--- src/rtl/bitop_unit.sv ---
// rtl/bitop_unit.sv - single-bit manipulation and population-count unit
//
// Purpose: accepts one request at a time (SET/CLR/TGL/TEST on a bit index,
// or POPCNT of a word) and returns a registered result and status through a
// valid/ready handshake. Single-bit ops complete in one cycle; POPCNT walks
// the word one bit per cycle for NUM cycles.
//
// Ports:
//   i_clk     clock, all state on rising edge
//   i_rst     synchronous active-high reset
//   i_valid   request valid            o_ready  unit idle, can accept
//   i_op      opcode (0 SET, 1 CLR, 2 TGL, 3 TEST, 4 POPCNT, 5..7 illegal)
//   i_argA    operand word             i_argB   bit index (unused by POPCNT)
//   o_valid   result valid             i_ready  consumer accepts result
//   o_result  registered result        o_status 00 OK, 01 range, 10 illegal

module bitop_unit #(
  parameter int NUM   = 8,
  parameter int CNT_W = 4
) (
  input  logic           i_clk,
  input  logic           i_rst,
  input  logic           i_valid,
  output logic           o_ready,
  input  logic [2:0]     i_op,
  input  logic [NUM-1:0] i_argA,
  input  logic [NUM-1:0] i_argB,
  output logic           o_valid,
  input  logic           i_ready,
  output logic [NUM-1:0] o_result,
  output logic [1:0]     o_status
);

  if (NUM < 2 || NUM > 32) begin : g_bad_num
    $error("bitop_unit: NUM must be in 2..32");
  end
  if (CNT_W != $clog2(NUM + 1)) begin : g_bad_cnt_w
    $error("bitop_unit: CNT_W must equal $clog2(NUM+1)");
  end

  localparam logic [2:0] OP_SET    = 3'd0;
  localparam logic [2:0] OP_CLR    = 3'd1;
  localparam logic [2:0] OP_TGL    = 3'd2;
  localparam logic [2:0] OP_POPCNT = 3'd4;

  localparam logic [1:0] ST_OK    = 2'b00;
  localparam logic [1:0] ST_RANGE = 2'b01;
  localparam logic [1:0] ST_ILL   = 2'b10;

  // NUM always fits in NUM bits for NUM >= 2, so the range check compares
  // the full index word without truncation.
  localparam logic [NUM-1:0]   NUM_V    = NUM'(NUM);
  localparam logic [NUM-1:0]   ONE_V    = NUM'(1);
  localparam logic [CNT_W-1:0] LAST_CNT = CNT_W'(NUM - 1);

  typedef enum logic [1:0] {
    S_IDLE = 2'd0,
    S_BUSY = 2'd1,
    S_DONE = 2'd2
  } state_t;

  state_t           state_q, state_d;
  logic [NUM-1:0]   result_q, result_d;
  logic [1:0]       status_q, status_d;
  logic [NUM-1:0]   shreg_q, shreg_d;
  logic [CNT_W-1:0] acc_q, acc_d;
  logic [CNT_W-1:0] cnt_q, cnt_d;
  logic [NUM-1:0]   mask;

  always_comb begin
    state_d  = state_q;
    result_d = result_q;
    status_d = status_q;
    shreg_d  = shreg_q;
    acc_d    = acc_q;
    cnt_d    = cnt_q;
    mask     = ONE_V << i_argB;

    case (state_q)
      S_IDLE: begin
        if (i_valid) begin
          // Illegal opcode is decided before the index range check.
          if (i_op > OP_POPCNT) begin
            state_d  = S_DONE;
            result_d = '0;
            status_d = ST_ILL;
          end else if (i_op == OP_POPCNT) begin
            state_d = S_BUSY;
            shreg_d = i_argA;
            acc_d   = '0;
            cnt_d   = '0;
          end else if (i_argB >= NUM_V) begin
            state_d  = S_DONE;
            result_d = '0;
            status_d = ST_RANGE;
          end else begin
            state_d  = S_DONE;
            status_d = ST_OK;
            case (i_op)
              OP_SET:  result_d = i_argA | mask;
              OP_CLR:  result_d = i_argA & ~mask;
              OP_TGL:  result_d = i_argA ^ mask;
              default: result_d = {{(NUM-1){1'b0}}, |(i_argA & mask)};
            endcase
          end
        end
      end

      S_BUSY: begin
        acc_d   = acc_q + CNT_W'(shreg_q[0]);
        shreg_d = shreg_q >> 1;
        if (cnt_q == LAST_CNT) begin
          // Last bit folded in this cycle: publish the final count.
          state_d  = S_DONE;
          result_d = NUM'(acc_d);
          status_d = ST_OK;
        end else begin
          cnt_d = cnt_q + 1'b1;
        end
      end

      S_DONE: begin
        if (i_ready) begin
          state_d = S_IDLE;
        end
      end

      default: state_d = S_IDLE;
    endcase
  end

  always_ff @(posedge i_clk) begin
    if (i_rst) begin
      state_q  <= S_IDLE;
      result_q <= '0;
      status_q <= ST_OK;
      shreg_q  <= '0;
      acc_q    <= '0;
      cnt_q    <= '0;
    end else begin
      state_q  <= state_d;
      result_q <= result_d;
      status_q <= status_d;
      shreg_q  <= shreg_d;
      acc_q    <= acc_d;
      cnt_q    <= cnt_d;
    end
  end

  assign o_ready  = (state_q == S_IDLE);
  assign o_valid  = (state_q == S_DONE);
  assign o_result = result_q;
  assign o_status = status_q;

endmodule

--- config.mk ---
export PLATFORM = sky130hd
export DESIGN_NAME = bitop_unit
export DESIGN_NICKNAME = d
export VERILOG_FILES = /design/src/rtl/bitop_unit.sv
export SDC_FILE = /design/constraint.sdc
export NUM_CORES = 1
export LEC_CHECK = 0
export CORE_ASPECT_RATIO = 1.2
export CORE_UTILIZATION = 40
export CTS_BUF_LIST = sky130_fd_sc_hd__clkbuf_16
export CTS_CLUSTER_DIAMETER = 80
export CTS_CLUSTER_SIZE = 8
export DETAILED_ROUTE_END_ITERATION = 8
export GPL_TIMING_DRIVEN = 1
export PLACE_DENSITY = 0.73
export SYNTH_ARGS = -nofsm -noshare
export SYNTH_HDL_FRONTEND = slang
export SYNTH_SLANG_ARGS = --single-unit
--- constraint.sdc ---
create_clock -name i_clk -period 2.54 [get_ports i_clk]
set_input_delay 0.254 -clock i_clk [delete_from_list [all_inputs] [get_ports i_clk]]
set_output_delay 0.254 -clock i_clk [all_outputs]
set_load 0.05 [all_outputs]
Word level (Yosys, flattened, before mapping)
Index checks and enable logic that the tools add are counted.
{"block": "op_classes", "add_sub_neg": 2, "n_mul": 0, "div_mod_pow": 0, "order_cmp": 2, "n_eq_ne": 13, "shift": 1, "muxes": 29, "bitwise_logic": 5, "n_reduce_logical": 8}
{"op": "8-bit 2-to-1 mux", "n": 8}
{"op": "8-bit one-hot mux with 2 select lines", "n": 2}
{"op": "8-bit one-hot mux with 3 select lines", "n": 1}
{"op": "2-bit 2-to-1 mux", "n": 9}
{"op": "8-bit AND", "n": 2}
{"op": "4-bit 2-to-1 mux", "n": 4}
{"op": "4-bit one-hot mux with 2 select lines", "n": 2}
{"op": "8-bit by 4-bit >= comparator with 1-bit output, second input constant", "n": 1}
{"op": "2-bit != test, second input constant", "n": 4}
{"op": "8-bit inverter", "n": 1}
{"op": "8-bit OR", "n": 1}
{"op": "4-bit AND reduction", "n": 2}
{"op": "8-bit OR reduction", "n": 1}
{"op": "1-bit by 8-bit << shifter with 8-bit output, first input constant", "n": 1}
{"op": "8-bit XOR", "n": 1}
{"op": "2-bit one-hot mux with 3 select lines", "n": 1}
{"op": "5-bit AND reduction", "n": 1}
{"op": "4-bit by 1-bit adder with 4-bit output", "n": 1}
{"op": "4-bit by 1-bit adder with 4-bit output, second input constant", "n": 1}
{"op": "4-bit by 3-bit equality test with 1-bit output, second input constant", "n": 1}
{"op": "2-bit by 1-bit != test with 1-bit output, second input constant", "n": 2}
{"op": "2-bit one-hot mux with 2 select lines", "n": 1}
{"op": "3-bit by 1-bit equality test with 1-bit output, second input constant", "n": 1}
{"op": "3-bit by 2-bit equality test with 1-bit output, second input constant", "n": 1}
{"op": "10 further kinds", "n": 10}
{"block": "totals", "regBits": 28, "latch_bits": 0, "ramBits": 0, "mem_bits_ro": 0, "out_inout_bits": 12, "word_cells": 66, "memories": 0}

Logic depth before layout (Yosys ltp)
{"block": "logic_depth", "ltp_word": 9, "mapped_depth": 11}

Worst setup path before layout
OpenSTA, ideal clock, no wires.
{"block": "synth_path", "kind": "in2reg", "from": "input port i_argB[5]", "to": "register result_q[0] (netlist: o_result[0])", "setup_time_ns": 0.088, "t_arrival_ns": 1.840, "required_time_ns": 2.452, "slack_ns": 0.612, "path_stages": 10, "path_buffers": 0, "cell_sequence": "nor4_1 nand2_1 nand4bb_1 inv_1 ha_1 or4_1 nor3_1 nor4_1 o21ai_1 a311oi_2"}
{"block": "synth_between", "elab_chain_len": 9, "elab_cells_between_ends": 14, "classes_between": "order compare: 1; shift: 1; mux: 6; bitwise: 5; reduce/logical: 1"}
{"item": "start: declaration", "line": "27", "text": "input logic [NUM-1:0] i_argB,"}
{"item": "1-bit by 8-bit << shifter with 8-bit output", "line": "77", "text": "mask = ONE_V << i_argB;"}
{"item": "8-bit AND or 8-bit inverter (tied branches)", "line": "103, 101"}
{"item": "8-bit OR reduction or 8-bit AND (tied branches)", "line": "103, 101"}
{"item": "8-bit one-hot mux with 3 select lines", "line": "99", "text": "case (i_op)"}
{"item": "8-bit 2-to-1 mux *", "line": "92", "text": "end else if (i_argB >= NUM_V) begin"}
{"item": "8-bit 2-to-1 mux *", "line": "87", "text": "end else if (i_op == OP_POPCNT) begin"}
{"item": "8-bit 2-to-1 mux *", "line": "83", "text": "if (i_op > OP_POPCNT) begin"}
{"item": "8-bit 2-to-1 mux *", "line": "81", "text": "if (i_valid) begin"}
{"item": "8-bit one-hot mux with 2 select lines *", "line": "79", "text": "case (state_q)"}
{"item": "end signal: assignment", "line": "142", "text": "result_q <= result_d;"}
{"item": "end: declaration", "line": "63", "text": "logic [NUM-1:0] result_q, result_d;"}
Mark *: on every way between the ends. The rest lies on a longest branch, timed or not. The select of a mux whose other input is x is not followed.
A chain may end at the register's enable or synchronous reset.

Worst setup path after layout
{"block": "layout_path", "from": "input port i_argB[5]", "to": "register result_q[2] (netlist: o_result[2])"}
{"block": "layout_between", "elab_chain_len": 9, "elab_cells_between_ends": 12, "classes_between": "order compare: 1; shift: 1; mux: 6; bitwise: 4"}
{"item": "branches (longest 4 deep; another with 8-bit by 4-bit >= comparator with 1-bit output)"}
{"item": "8-bit 2-to-1 mux *", "line": "92"}
{"item": "8-bit 2-to-1 mux *", "line": "87"}
{"item": "8-bit 2-to-1 mux *", "line": "83"}
{"item": "8-bit 2-to-1 mux *", "line": "81"}
{"item": "8-bit one-hot mux with 2 select lines *", "line": "79"}
Mark *: on every way between the ends. The select of a mux whose other input is x is not followed.

==> results.md <==
- Status: finished, final reports clean
- Die area: 5250 sq um
- Setup slack after layout: 0.252 ns
- Initial antenna violation count: 0
- Num rows: 27
- Post-CTS sizing: 0
- Clk Latency, worst-skew pair: 0.26 ns
- WP data required: 2.65 ns
- Worst hold-check path type: reg -> reg
- CP Launch Type: primary input
- Maximum clock insertion buffer count: 2
- LEAKAGE: 1.08 nW
- P per Cell Area: 469 nW/um^2
- Area grow syn2layout: 25.6%
- Setup Fix Bufs, Post-CTS: 0
- CTS Buf Count: 3
- Final setup violation count: 0
- H-tree lvl count: 1
- GR Util All Layers: 0.186
- Hold EP: o_status[0]$_SDFFE_PP0P_
- Vias in the first global route: 1713
- Diodes inserted: 0
- Minimum clock period: 2.29 ns
- DR WL/cell: 13.1 um
- Yosys warns: 0
- Routed vias: 1798
- Worst slew pin tran: 0.758 ns
- Reg2Reg Depth: 6
- Netlist Area Pre-Place: 1980 sq um
- Max VDD drop: 0.251 mV
- Layout cells sized above 1: 0.0810
- Routed Antenna Nets: 0
- Final nets: 335
- Synth Area in XOR/XNOR: 0.0132
- Compound-cell area share of the yosys netlist: 0.179
- R2R Path Start: cnt_q[0]$_SDFFE_PP0P_
- CTS tree: built
- Core box area: 4660 sq um
- Hold WS: 0.452 ns
- Tcrit/Tclk final: 0.901
- I/O Buffers: 34
- Rel. slew slack: 0.493
- Cts hold-fix bufs: 0
- Worst EP arrival: 2.40 ns
- Register area share after synthesis: 0.282
- Syn_area_per_cell: 7.91 sq um
- Largest family of logic cells by synthesized area: simple AND/OR/NAND/NOR gates
- Mapped Cells: 251
- R2r setup slk: 0.61 ns
- DRT Wirelength: 4470 um
- Dpl hpwl: 3470 um
- Total nets after synthesis: 301
- Multiplexer share of the synthesized area: 0.0151
- DRC: 0
- Reg2reg end: o_result[0]$_SDFFE_PP0P_
- Setup_tns: 0 ns
- Starting density of the core: 0.426
- Drt initial violations: 116
- GRT overflow: 0
- Worst-path fanout max: 3
- Root Buffer: clkbuf_16
- Adder-Cell Fraction of Synth Area: 0.170
- Simple-Gate Fraction of Synth Area: 0.265
- GPL Wtd Cong: 0.821
- Fin Clk Skew: 0.00596 ns
- Critical path type: in -> reg
- RSZ-0062 raised after global routing: false
- CP Capture Type: flop
- Die Y: 79.2 um
- Drt pass-1 iters: 4
- Final instance area: 2490 sq um
- Fin. Hold Viols: 0
- Vias per cell: 5.26
- Number of max-cap violations: 0
- Highest clock rate: 437 MHz
- Seq cells post-synth: 28
- Pre-CTS setup slack: 0.00693 ns
- Slew Viols, Final: 0
- Beginning of the worst hold path: o_status[0]$_SDFFE_PP0P_
- Die width: 66.3 um
- CTS Sinks: 28
- Ports: 35
- Hold Path Depth: 2
- Reg clk slew, reported paths: 0.06 ns
- Synth cell types: 45
- Post-DP Area: 2390 sq um
- First-pass GRT wire length: 7590 um
- Total Power Consumption: 1.17 mW
- Largest net degree at the start of global routing: 24
## through the flow
| stage | cells | utilization |
|---|---|---|
| 2_1_floorplan | 251 | - |
| 3_3_place_gp | 338 | 0.512 |
| 3_5_place_dp | 338 | 0.512 |
| 4_1_cts | 342 | 0.535 |
| 5_1_grt | 342 | 0.535 |
| 6_report | 342 | 0.535 |
## worst max path at each step
stage	slack (ns)	start	end	cells after the start
floorplan	0.61	i_argB[5]	o_result[0]$_SDFFE_PP0P_	10
global placement	0.05	i_argB[7]	o_result[0]$_SDFFE_PP0P_	13
detailed placement	0.007	i_argB[4]	o_result[0]$_SDFFE_PP0P_	13
CTS	0.27	i_argB[5]	o_result[2]$_SDFFE_PP0P_	9
global route	0.12	i_argB[5]	o_result[2]$_SDFFE_PP0P_	9
finish	0.25	i_argB[5]	o_result[2]$_SDFFE_PP0P_	9
## where the power goes
part	internal [mW]	switching, mW
clock network	0.314	0.149
registers	0.456	0.0121
logic	0.0997	0.139
total	0.869	0.300
## cells by family after synthesis
group                      after synthesis
AOI/OAI and AO/OA                       51
xor gates and xnor gates                 3
adders and majority gates               27
buffers and inverters                   34
DFF                                     28
muxes                                    3
and+or+nand+nor                        105
## synthesized netlist by cell type
master,count,area (sq um)
nand2_1,37,139
nor2_1,29,109
dfxtp_1,28,561
ha_1,27,338
inv_1,21,78.8
a21oi_1,18,90.1
o21ai_0,9,45.0
nand3_1,8,40.0
a311oi_1,7,61.3
clkbuf_1,6,22.5
a22oi_1,5,37.5
buf_2,5,25.0
nand2b_1,4,25.0
a211oi_2,3,37.5
mux2i_1,3,30.0
nor2b_1,3,18.8
nor3_1,3,15.0
buf_6,2,22.5
nand3b_1,2,15.0
nand4_1,2,12.5
nor4_1,2,12.5
or3_1,2,12.5
or4_1,2,15.0
xor2_1,2,17.5
a21o_1,1,7.51
a21oi_2,1,8.76
a21oi_4,1,16.3
a311oi_2,1,15.0
a31oi_1,1,6.26
a32oi_1,1,8.76
and3_1,1,6.26
and4_1,1,8.76
and4b_1,1,10.0
nand4b_1,1,8.76
nand4bb_1,1,11.3
nand4bb_4,1,27.5
nor2_2,1,6.26
o211ai_1,1,7.51
o21ai_1,1,5.00
o21ai_2,1,8.76
or2_1,1,6.26
or2_2,1,6.26
or3b_1,1,8.76
or4_4,1,11.3
xnor2_1,1,8.76
## registers in the layout, indices dropped and copies added, names as in the netlist
register,count
o_result,8
shreg_q,8
acc_q,4
cnt_q,4
o_status,2
state_q,2
## area by class of cell
class	count	area, sq um
sequential	28	561
clock buffer	3	75.1
clock inverter	1	30.0
fill	452	2170
timing repair buffer	42	400
tap	58	72.6
inverter	21	78.8
multi-input combinational	189	1270
## layout by cell type (no fill, tap or decap), types with 2 or more instances in the layout
master / synthesis / final
nand3b_1: 2 / 2
clkbuf_16: 0 / 3
buf_4: 0 / 8
nor4_1: 2 / 2
nor2_1: 29 / 29
or3_1: 2 / 2
mux2i_1: 3 / 3
or4_1: 2 / 2
dfxtp_1: 28 / 28
xor2_1: 2 / 2
ha_1: 27 / 27
nor3_1: 3 / 3
a211oi_2: 3 / 3
inv_1: 21 / 21
clkdlybuf4s50_1: 0 / 34
nand2_1: 37 / 37
nand2b_1: 4 / 4
a311oi_1: 7 / 7
nor2b_1: 3 / 3
a21oi_1: 18 / 18
a22oi_1: 5 / 5
nand3_1: 8 / 8
o21ai_0: 9 / 9
nand4_1: 2 / 2
## metal layers
layer	wire length [um]	global-route usage	vias to the layer above
met5	0	0	-
met4	41	0.0574	0
met3	199	0.0172	2
met2	2180	0.324	39
met1	2050	0.236	831
li1	-	-	926
## critical path: stages
cell	delay [ns]
clkdlybuf4s50_1	0.42
or4_4	0.57
nor2_1	0.14
nand3_1	0.15
ha_1	0.31
mux2i_1	0.13
o21ai_0	0.11
a22oi_1	0.21
a211oi_2	0.10
Power figures use the tool's default switching activity.
